<file path="src/rtl/mic_align_pkg.sv">
// Shared helpers for the microphone frame aligner: saturating increment and
// packed-lane indexing.
package mic_align_pkg;

  // Increments count unless it already holds the all-ones value of `width` bits.
  function automatic logic [31:0] sat_inc(input logic [31:0] count, input int unsigned width);
    logic [31:0] max_v;
    max_v = 32'hFFFF_FFFF >> (32 - width);
    return (count >= max_v) ? count : count + 32'd1;
  endfunction

  function automatic int unsigned lane_lo(input int unsigned idx, input int unsigned w);
    return idx * w;
  endfunction

endpackage

</file>
<file path="src/rtl/mic_frame_aligner_slot.sv">
// One channel of the aligner: holding register, have flag, same-cycle bypass
// and overrun detection.
module align_slot #(
  parameter int DATA_W = 16
) (
  input  logic                     clk,
  input  logic                     rst,
  input  logic                     i_en,
  input  logic                     i_vld,
  input  logic signed [DATA_W-1:0] i_data,
  input  logic                     i_complete,
  input  logic                     i_timeout,
  output logic                     o_acc,
  output logic                     o_have,
  output logic signed [DATA_W-1:0] o_lane,
  output logic                     o_overrun
);

  logic                     r_have;
  logic signed [DATA_W-1:0] r_hold;
  logic                     w_acc;

  assign w_acc = i_vld & i_en;

  always_ff @(posedge clk) begin
    if (rst) begin
      r_have <= 1'b0;
    end else if (!i_en || i_complete) begin
      r_have <= 1'b0;
    end else if (i_timeout) begin
      // A sample arriving on the timeout cycle seeds the next frame.
      r_have <= w_acc;
    end else if (w_acc) begin
      r_have <= 1'b1;
    end
  end

  always_ff @(posedge clk) begin
    if (rst) begin
      r_hold <= '0;
    end else if (w_acc) begin
      r_hold <= i_data;
    end
  end

  assign o_acc     = w_acc;
  assign o_have    = r_have;
  assign o_lane    = w_acc ? i_data : r_hold;
  assign o_overrun = w_acc & r_have & ~i_complete;

endmodule

</file>
<file path="src/rtl/mic_frame_aligner.sv">
// Aligns per-channel microphone samples into frames; owns the skew timer,
// completion decision and saturating diagnostic counters.
module mic_frame_aligner
  import mic_align_pkg::*;
#(
  parameter int N_CH    = 3,
  parameter int DATA_W  = 16,
  parameter int TIMEOUT = 64,
  parameter int CNT_W   = 8
) (
  input  logic                     clk,
  input  logic                     rst,
  input  logic [N_CH-1:0]          ch_enable,
  input  logic [N_CH-1:0]          ch_valid,
  input  logic [N_CH*DATA_W-1:0]   ch_data,
  output logic                     frame_valid,
  output logic [N_CH*DATA_W-1:0]   frame_data,
  output logic [N_CH-1:0]          frame_mask,
  output logic                     collecting,
  output logic [CNT_W-1:0]         drop_count,
  output logic [CNT_W-1:0]         overrun_count
);

  localparam int TMR_W = (TIMEOUT == 0) ? 1 : $clog2(TIMEOUT + 1);

  logic [N_CH-1:0]          w_acc;
  logic [N_CH-1:0]          w_have;
  logic [N_CH-1:0]          w_ovr;
  logic [N_CH-1:0]          w_present;
  logic signed [DATA_W-1:0] w_lane [N_CH];
  logic                     w_complete;
  logic                     w_timeout;

  logic [TMR_W-1:0]         r_timer;
  logic                     r_fv;
  logic [N_CH-1:0]          r_fmask;
  logic signed [DATA_W-1:0] r_fd [N_CH];
  logic [CNT_W-1:0]         r_drop;
  logic [CNT_W-1:0]         r_ovr;

  genvar g;
  generate
    for (g = 0; g < N_CH; g++) begin : g_slot
      align_slot #(.DATA_W(DATA_W)) u_slot (
        .clk        (clk),
        .rst        (rst),
        .i_en       (ch_enable[g]),
        .i_vld      (ch_valid[g]),
        .i_data     (ch_data[lane_lo(g, DATA_W) +: DATA_W]),
        .i_complete (w_complete),
        .i_timeout  (w_timeout),
        .o_acc      (w_acc[g]),
        .o_have     (w_have[g]),
        .o_lane     (w_lane[g]),
        .o_overrun  (w_ovr[g])
      );

      // Disabled channels keep their last output sample.
      always_ff @(posedge clk) begin
        if (rst) begin
          r_fd[g] <= '0;
        end else if (w_complete && ch_enable[g]) begin
          r_fd[g] <= w_lane[g];
        end
      end

      assign frame_data[lane_lo(g, DATA_W) +: DATA_W] = r_fd[g];
    end
  endgenerate

  assign w_present  = w_have | w_acc | ~ch_enable;
  assign w_complete = (&w_present) && (|ch_enable);
  assign w_timeout  = (TIMEOUT != 0) && (r_timer == TMR_W'(TIMEOUT)) && !w_complete;

  always_ff @(posedge clk) begin
    if (rst) begin
      r_timer <= '0;
    end else if (TIMEOUT == 0 || w_complete) begin
      r_timer <= '0;
    end else if (w_timeout || w_have == '0) begin
      r_timer <= (w_acc != '0) ? TMR_W'(1) : '0;
    end else begin
      r_timer <= r_timer + 1'b1;
    end
  end

  always_ff @(posedge clk) begin
    if (rst) begin
      r_fv    <= 1'b0;
      r_fmask <= '0;
      r_drop  <= '0;
      r_ovr   <= '0;
    end else begin
      r_fv <= w_complete;
      if (w_complete) begin
        r_fmask <= ch_enable;
      end
      if (w_timeout) begin
        r_drop <= CNT_W'(sat_inc(32'(r_drop), CNT_W));
      end
      if (|w_ovr) begin
        r_ovr <= CNT_W'(sat_inc(32'(r_ovr), CNT_W));
      end
    end
  end

  assign frame_valid   = r_fv;
  assign frame_mask    = r_fmask;
  assign collecting    = |w_have;
  assign drop_count    = r_drop;
  assign overrun_count = r_ovr;

endmodule

</file>
<file path="config.mk">
export PLATFORM = sky130hd
export DESIGN_NAME = mic_frame_aligner
export DESIGN_NICKNAME = d
export VERILOG_FILES = /design/src/rtl/mic_align_pkg.sv /design/src/rtl/mic_frame_aligner_slot.sv /design/src/rtl/mic_frame_aligner.sv
export SDC_FILE = /design/constraint.sdc
export NUM_CORES = 1
export LEC_CHECK = 0
export BUFFER_PORTS_ARGS = -buffer_cell sky130_fd_sc_hd__buf_2
export CAP_MARGIN = 30
export CORE_MARGIN = 2
export CORE_UTILIZATION = 50
export CTS_CLUSTER_DIAMETER = 120
export DETAILED_ROUTE_END_ITERATION = 10
export GPL_TIMING_DRIVEN = 0
export PLACE_DENSITY_LB_ADDON = 0.1
export RECOVER_POWER = 25
export SLEW_MARGIN = 30
export SYNTH_ARGS = -nofsm -noshare
export SYNTH_HDL_FRONTEND = slang
export SYNTH_SLANG_ARGS = --single-unit
</file>
<file path="constraint.sdc">
create_clock -name clk -period 2.3 [get_ports clk]
set_input_delay 0.345 -clock clk [delete_from_list [all_inputs] [get_ports clk]]
set_output_delay 0.345 -clock clk [all_outputs]
set_load 0.02 [all_outputs]
</file>
## Word level (Yosys, flattened, before mapping)

Memory sizes are Yosys's and may differ from the RTL's.
Index checks and enable logic that the tools add are counted.

- Flip-flop bits (word level): 78
- RAM bits: 48
- Input port bits: 56
- Memories kept: 1

Memories:

| name | words | width | rd ports | clocked after Yosys merged registers in | wr ports | RTL line | text |
|---|---|---|---|---|---|---|---|
| r_fd | 3 | 16 | 3 | 0 | 3 | mic_frame_aligner.sv:37 | `logic signed [DATA_W-1:0] r_fd [N_CH];` |

- Add/sub/neg operators: 3
- Order comparisons: 2
- Equal/unequal tests: 1
- Multiplexer cells: 25
- Bitwise gates (word level): 18
- Reductions and logical operators: 28

Operators with widths:

| cell | number |
|---|---|
| 16-bit 2-to-1 mux | 6 |
| 1-bit 2-to-1 mux | 18 |
| 8-bit by 1-bit adder with 8-bit output (second input constant) | 2 |
| 8-bit >= comparator (second input constant) | 2 |
| 1-bit AND | 9 |
| 3-bit OR reduction | 3 |
| 2-bit OR reduction | 4 |
| 7-bit by 1-bit adder with 7-bit output (second input constant) | 1 |
| 7-bit equality test (second input constant) | 1 |
| 7-bit 2-to-1 mux | 1 |
| 3-bit OR | 2 |
| 2-bit nonzero test | 3 |
| 1-bit logical AND | 5 |
| 1-bit logical NOT | 4 |
| 1-bit logical OR | 4 |
| 2-bit AND reduction | 2 |
| 3-bit logical NOT | 1 |
| 1-bit NOT | 3 |
| 3-bit NOT | 1 |
| 1-bit OR | 3 |
| 3-bit AND reduction | 1 |
| 3-bit nonzero test | 1 |

## Logic depth before layout (Yosys ltp)

Gate-level depths: netlist (run 1).

- Depth after elaboration: 10
- Mapped depth: 7
- Gate-level depth less buffers: 6

## Modules after synthesis

Synthesis (run 1) repeated with hierarchy kept, for this count alone.

- Cells, all modules: 538
- Area, all modules: 5769.3 um2

By module, submodules not included:

| module | instances | cells an instance | area each (um2) | sequential area each (um2) |
|---|---|---|---|---|
| mic_frame_aligner | 1 | 250 | 3119.2 | 1981.9 |
| align_slot | 3 | 96 | 883.3 | 340.3 |

## Worst setup path before layout (run 1)

No wires, ideal clock.

- Kind: input to register
- Start: input ch_enable[1]
- End: memory r_fd[0][0], enable pin
- Library setup time: 375 ps
- Arrival time: 1505 ps
- Required time: 1925 ps
- Slack: 420 ps
- Cell stages on the path: 4
- Buffers on the path: 0
- Cell sequence: nor3b_4 nor3_4 nand2_2 nand2b_1

RTL lines:

| item | RTL line | text |
|---|---|---|
| start: declaration | mic_frame_aligner.sv:13 | `input logic [N_CH-1:0] ch_enable,` |
| end: declaration | mic_frame_aligner.sv:37 |  |

==> results of run 1 <==
[synth_stat cells, types with 2 or more instances]
library cell / n / area [um^2]
dfxtp_1: 78 / 1560
o21ai_0: 5 / 25.0
a2111oi_2: 2 / 30.0
nand3_1: 11 / 55.1
buf_2: 4 / 20.0
nor3_1: 49 / 245
nand2_2: 3 / 18.8
and3_1: 8 / 50.1
a21oi_1: 14 / 70.1
mux2i_1: 50 / 500
inv_1: 6 / 22.5
nand2_1: 11 / 41.3
a211oi_1: 3 / 22.5
nor3b_1: 2 / 15.0
nor3b_4: 2 / 37.5
clkbuf_1: 16 / 60.1
or3_1: 8 / 50.1
nor4_1: 2 / 12.5
xor2_1: 3 / 26.3
nor2_1: 66 / 248
edfxtp_1: 48 / 1440
xnor2_1: 9 / 78.8
ha_1: 4 / 50.1
nand2b_1: 5 / 31.3
[critical path, cell delays in order (launching register included)]
cell and delay, ps:
dfxtp_1 410, nor3b_4 80, nor3_4 460, nand2_2 260
nand2b_2 390
[worst max-delay path by stage]
| stage | startpoint | to | slack [ps] | cells past startpoint |
|---|---|---|---|---|
| 3_5_place_dp | ch_enable[1] | r_fd[2][13] | -120 | 5 |
| 5_1_grt | g_slot[0].u_slot.o_have | r_fd[1][14] | 180 | 5 |
| 4_1_cts | g_slot[0].u_slot.o_have | r_fd[2][12] | 70 | 4 |
| 6_report | g_slot[0].u_slot.o_have | r_fd[2][5] | 330 | 4 |
| 2_1_floorplan | ch_enable[1] | r_fd[0][0] | 420 | 4 |
| 3_3_place_gp | ch_enable[1] | r_fd[2][14] | -100 | 5 |
[metal layers]
layer	vias to the layer above	routed length, um	part of all wire (%)
met3	16	693	6.5
li1	1809	-	-
met4	0	181	1.7
met2	116	5270	50
met5	-	0	0
met1	1761	4500	42
[kinds of logic after synthesis]
| logic type | after synthesis |
|---|---|
| AO/OA/AOI/OAI | 30 |
| flip-flops | 126 |
| buffers and inverters | 27 |
| multiplexers | 50 |
| XOR/XNOR | 12 |
| adder cells (fa/ha/maj) | 4 |
| AND/OR/NAND/NOR | 175 |
[what timing repair did]
action                                  in CTS  in global routing
endpoints found under the hold margin        0                  0
setup buffers                                0                  0
endpoints found under the setup margin       0                 48
resized for setup                            0                  3
[stage by stage]
stage               power, uW  setup TNS (ps)  instance area (um^2)
global placement         2980           -4180                  5650
finish                   5250               0                  6150
floorplan                2800               0                  4870
global route             5430               0                  6150
CTS                      5290               0                  6170
detailed placement       2990           -4520                  5650
[area by class of cell]
cell class / instances / share of cell area [%]
well taps: 133 / 2.70
flip-flops and latches: 126 / 48.8
multi-input cells: 271 / 28.6
inverters: 6 / 0.366
clock inverters: 9 / 1.14
plain buffers: 21 / 1.44
repair buffers: 124 / 9.78
clock buffers: 22 / 7.20
[power by group through the flow]
stage	registers (uW)	logic [uW]	clock network [uW]
after floorplan	2590	215	0
after global placement	2500	473	0
after detailed placement	2510	480	0
after CTS	2460	483	2340
after global routing	2470	521	2440
final	2460	476	2310
[cells in the final DEF (no fill, tap or decap), types with 9 or more instances in the layout]
master     count
a21oi_1       14
buf_2        111
clkbuf_1      37
clkbuf_16     16
dfxtp_1       78
edfxtp_1      48
mux2i_1       50
nand2_1       11
nand3_1       11
nor2_1        66
nor3_1        49
xnor2_1        9
[sequential cells by signal, indices dropped and copies added (netlist names)]
name	count
g_slot.u_slot.o_have	3
g_slot.u_slot.r_hold	48
r_timer	7
overrun_count	8
r_fd	48
frame_mask	3
frame_valid	1
drop_count	8
==> impl_metrics.csv, run 1 <==
group,metric,value,unit
worst_setup_path,crit_fanout,16,
worst_setup_path,rrSetupSlack,330,ps
yosys,ys_types,39,
yosys,synth_edf_count,48,
floorplan,die_area,0.0105,mm^2
route,ant_nets,0,
clocking,cts-root-buf,"clkbuf_8",
yosys,synthAdderAreaFrac,1.03,%
final_layout,nFillCells,829,
yosys,synth_top_family_by_area,"simple AND/OR/NAND/NOR gates",
global_route,grt_pass1_vias,3504,
floorplan,die_x,103,um
final_layout,area_growth,26.4,%
yosys,synth_xor_area_share,2.16,%
clocking,clk_pin_slew_worst_paths,50,ps
global_route,use_met3,5.02,%
final_layout,seq_area,0.00300,mm^2
worst_setup_path,required,2460,ps
clocking,worstSkewPairLatency,510,ps
route,drt_iter0_drc,120,
final_layout,multiInputGateArea,0.00176,mm^2
route,totalWireLength,10.6,mm
yosys,avgSynthCellArea,11.5,um^2
worst_setup_path,critPathKind,"register to register",
yosys,synth-seq-cells,126,
global_route,antenna_found_initial,0,
yosys,ys_warn_count,0,
floorplan,pin_count,125,
worst_setup_path,start_kind,"register",
clocking,cts_tree,"done",
route,dr_total_vias,3702,
placement,routabilityCongestion,0.862,
worst_setup_path,cp.arrival,2120,ps
job,drv_cap,0,
placement,port-buffer-count,124,
global_route,grt-ovfl-total,0,
floorplan,die_h,103,um
min_path,worstHoldEndpoint,"g_slot[2].u_slot.r_hold[11]",
worst_setup_path,r2r_end,"r_fd[2][5]",
sta,maxSlewHeadroom,48.8,%
power,power.switching,1230,uW
global_route,met2_usage,34.3,%
worst_setup_path,worstReg2RegStart,"g_slot[0].u_slot.o_have",
yosys,async_reset_ff_share,0,%
yosys,yosys.area_share.simple,18.1,%
global_route,grt_pass1_wl,16.6,mm
sta,hold_viol_final,0,
placement,pre_cts_ws,-120,ps
final_layout,diodes,0,
clocking,numCtsBuffers,17,
yosys,synth_compound_area_share,4.42,%
worst_setup_path,reg2regPathDepth,4,
power,vdd_drop_max,410,uV
sta,whs,100,ps
clocking,cts_sinks,126,
placement,dpl.hpwl,7.54,mm
placement,place_inst,681,
sta,setup_viol,0,
min_path,min_from,"ch_data[43]",
clocking,postCtsHoldBufs,0,
power,power.leakage,0.00269,uW
global_route,grt_use_total,20.8,%
route,drtPass1Iterations,6,
final_layout,final_nets,627,
clocking,cts_htree_levels,4,
final_layout,final_cells,712,
global_route,gr-max-usage-layer,"met2",
power,power_frac_clock,44.0,%
sta,slew_violations,0,
floorplan,coreArea,0.00959,mm^2
yosys,synth_fp_nets,484,
sta,rsz0062_at_grt,"false",
power,p_per_area,853,mW/mm^2
clocking,clockBufferDepth,2,
power,p_comb_share,9.1,%
run_status,status,"complete, no violations",
min_path,min_path_type,"input pin to register",
global_route,grt_max_degree,17,
final_layout,fin_util,64.1,%
sta,finalClockSkew,5.53,ps
floorplan,initial_core_util,50.7,%
sta,fmax,508,MHz
yosys,ys_seq_area_share,61.7,%
global_route,grtUsageMet1,26.2,%
yosys,netlist_instances,424,
power,intPower,4020,uW
route,via_per_inst,5.20,
min_path,hold_path_depth,3,
yosys,synthMuxAreaShare,10.3,%
sta,period_share,85.5,%
route,drc,0,
power,seq_power_share,46.9,%
route,wire_per_inst,15.0,um
power,switching_share,23.4,%
yosys,syn_area,0.00487,mm^2
sta,fin_crit,1970,ps
final_layout,drive_above_1_share,26.8,%
sta,worstMarginPinSlew,767,ps
yosys,synth_flop_cell,"dfxtp_1",
sta,worst_slack,333,ps
floorplan,num_rows,36,
worst_setup_path,end_kind,"register",
(Power assumes the default switching activity.)
==> run 2, diff against run 1 <==
--- a/config.mk
+++ b/config.mk
@@ -14,7 +14,7 @@
 export GPL_TIMING_DRIVEN = 0
 export PLACE_DENSITY_LB_ADDON = 0.1
 export RECOVER_POWER = 25
-export SLEW_MARGIN = 30
+export SLEW_MARGIN = 20
 export SYNTH_ARGS = -nofsm -noshare
 export SYNTH_HDL_FRONTEND = slang
 export SYNTH_SLANG_ARGS = --single-unit
==> constraint.sdc (replaced) <==
create_clock -name clk -period 2.4 [get_ports clk]
set_input_delay 0.36 -clock clk [delete_from_list [all_inputs] [get_ports clk]]
set_output_delay 0.36 -clock clk [all_outputs]
set_load 0.02 [all_outputs]
==> run 2 against run 1 <==
  * Global-route usage unchanged
  * First-iteration DRC count decreased by 2.5%
  * Cell area decreased by 0.12%
  * Wire length about the same
  * Clock skew decreased by 1.0 ps
  * Combinational power decreased by 4.6%
  * Critical path depth unchanged
  * Register-to-register slack got worse by 140 ps
  * Maximum frequency decreased by 11%
  * Worst hold slack improved by 12 ps
==> impl_metrics.csv, run 2 (synthesized netlist as in run 1, its figures left out) <==
group,metric,value,unit
run_status,status,"complete, no violations",
clocking,post-cts-setup-buffers,0,
global_route,grt_pass1_vias,3504,
power,p_per_area,819,mW/mm^2
min_path,worstHoldEndpoint,"g_slot[2].u_slot.r_hold[11]",
floorplan,die_area,0.0105,mm^2
worst_setup_path,worstReg2RegStart,"g_slot[1].u_slot.o_have",
route,wire_per_inst,15.0,um
clocking,clockBufferDepth,2,
job,drv_cap,0,
placement,pre_cts_ws,-35.2,ps
route,top_layer,"met4",
worst_setup_path,start_kind,"register",
final_layout,drive_above_1_share,26.3,%
sta,fmax,452,MHz
route,drc,0,
worst_setup_path,rrSetupSlack,190,ps
route,wl_met1,4.42,mm
worst_setup_path,worst_path_max_delay_cell,"nand2b_1",
final_layout,diodes,0,
final_layout,layout_commonest_cell,"buf_2",
sta,finalClockSkew,4.49,ps
floorplan,pin_count,125,
final_layout,final_cell_mix,"buf_2, dfxtp_1, nor2_1",
sta,fin_crit,2210,ps
worst_setup_path,required,2540,ps
clocking,clk_pin_slew_worst_paths,50,ps
route,dr_wl_met2,5.33,mm
clocking,worstSkewPairLatency,510,ps
route,drt_iter0_drc,117,
floorplan,num_rows,36,
clocking,postCtsHoldBufs,0,
sta,worstMarginPinSlew,792,ps
sta,setup_viol,0,
worst_setup_path,reg2regPathDepth,4,
placement,port-buffer-count,124,
clocking,cts-root-buf,"clkbuf_8",
worst_setup_path,crit_chain,"nor3b_4 > nor3_4 > nand2_2 > nand2b_1",
clocking,cts_sinks,126,
sta,slew_violations,0,
final_layout,top_regs,"g_slot.u_slot.r_hold: 48 flops, r_fd: 48 flops",
clocking,cts_htree_levels,4,
sta,hold_viol_final,0,
global_route,grt_max_degree,17,
worst_setup_path,cp.arrival,2350,ps
worst_setup_path,r2r_end,"r_fd[2][14]",
route,via_per_inst,5.21,
worst_setup_path,crit_fanout,16,
floorplan,die_h,103,um
global_route,antenna_found_initial,0,
final_layout,final_nets,627,
worst_setup_path,end_kind,"register",
global_route,grt_pass1_wl,16.6,mm
global_route,grt_use_total,20.8,%
clocking,numCtsBuffers,17,
sta,rsz0062_at_grt,"false",
placement,dpl.hpwl,7.54,mm
power,power.leakage,0.00269,uW
floorplan,coreArea,0.00959,mm^2
worst_setup_path,critPathKind,"register to register",
global_route,grt-ovfl-total,0,
final_layout,nFillCells,829,
route,dr_total_vias,3707,
route,totalWireLength,10.7,mm
route,ant_nets,0,
floorplan,initial_core_util,50.7,%
final_layout,area_growth,26.3,%
floorplan,die_x,103,um
sta,period_share,92.1,%
min_path,min_path_type,"input pin to register",
route,drtPass1Iterations,5,
route,route.met3.wl,726,um
min_path,min_from,"ch_data[43]",
min_path,hold_path_depth,3,
sta,whs,112,ps
power,vdd_drop_max,395,uV
worst_setup_path,max_stage_delay,630,ps
sta,worst_slack,189,ps
clocking,cts_tree,"done",
sta,maxSlewHeadroom,47.2,%
clocking,cts_resized,0,
placement,routabilityCongestion,0.862,
sta,tns,0,ps
-- run 2: changes by cell type in the layout (fill, tap and decap cells not counted) --
cell	previous run	this run
nand2b_1	2	5
nand2b_2	3	0
-- run 2: critical path, delay by kind of cell (launching register included) --
kind | cells | cell delay (ps)
simple gates | 4 | 1430
flops | 1 | 400
-- run 2: worst max-delay path by stage --
stage	from	endpoint	slack, ps	depth (start not counted)
final	g_slot[1].u_slot.o_have	r_fd[2][14]	190	4
after global routing	g_slot[0].u_slot.o_have	r_fd[1][9]	20	4
after global placement	ch_enable[1]	r_fd[2][14]	-10	5
after detailed placement	ch_enable[1]	r_fd[2][13]	-40	5
after CTS	g_slot[0].u_slot.o_have	r_fd[2][12]	170	4
after floorplan	ch_enable[1]	r_fd[0][0]	510	4
-- run 2: power by group --
part           internal [uW]  switching [uW]  total, uW
Combinational            149             305        454
Clock                   1370             842       2220
Sequential              2330            30.3       2360
-- run 2: final cells by class --
cell class | count | area [um^2] | share of cell area [%]
Inverter | 6 | 22.5 | 0.367
Tap cell | 133 | 166 | 2.71
Clock buffer | 22 | 443 | 7.21
Timing Repair Buffer | 124 | 602 | 9.79
Clock inverter | 9 | 70.1 | 1.14
Multi-Input combinational cell | 271 | 1750 | 28.5
Sequential cell | 126 | 3000 | 48.9
Buffer | 21 | 88.8 | 1.45
-- run 2: metal layers --
layer / vias up / global-route usage [%]
met2: 128 / 34.3
met3: 17 / 5.02
met4: 0 / 9.23
li1: 1807 / -
met1: 1755 / 26.2
met5: - / 0
-- run 2: through the flow --
| stage | util [%] | power (uW) | instance area, um^2 | std cells |
|---|---|---|---|---|
| 3_5_place_dp | 58.9 | 2860 | 5650 | 681 |
| 4_1_cts | 64.3 | 5070 | 6170 | 712 |
| 2_1_floorplan | - | 2690 | 4870 | 424 |
| 6_report | 64.0 | 5030 | 6140 | 712 |
| 3_3_place_gp | 58.9 | 2850 | 5650 | 681 |
| 5_1_grt | 64.0 | 5200 | 6140 | 712 |
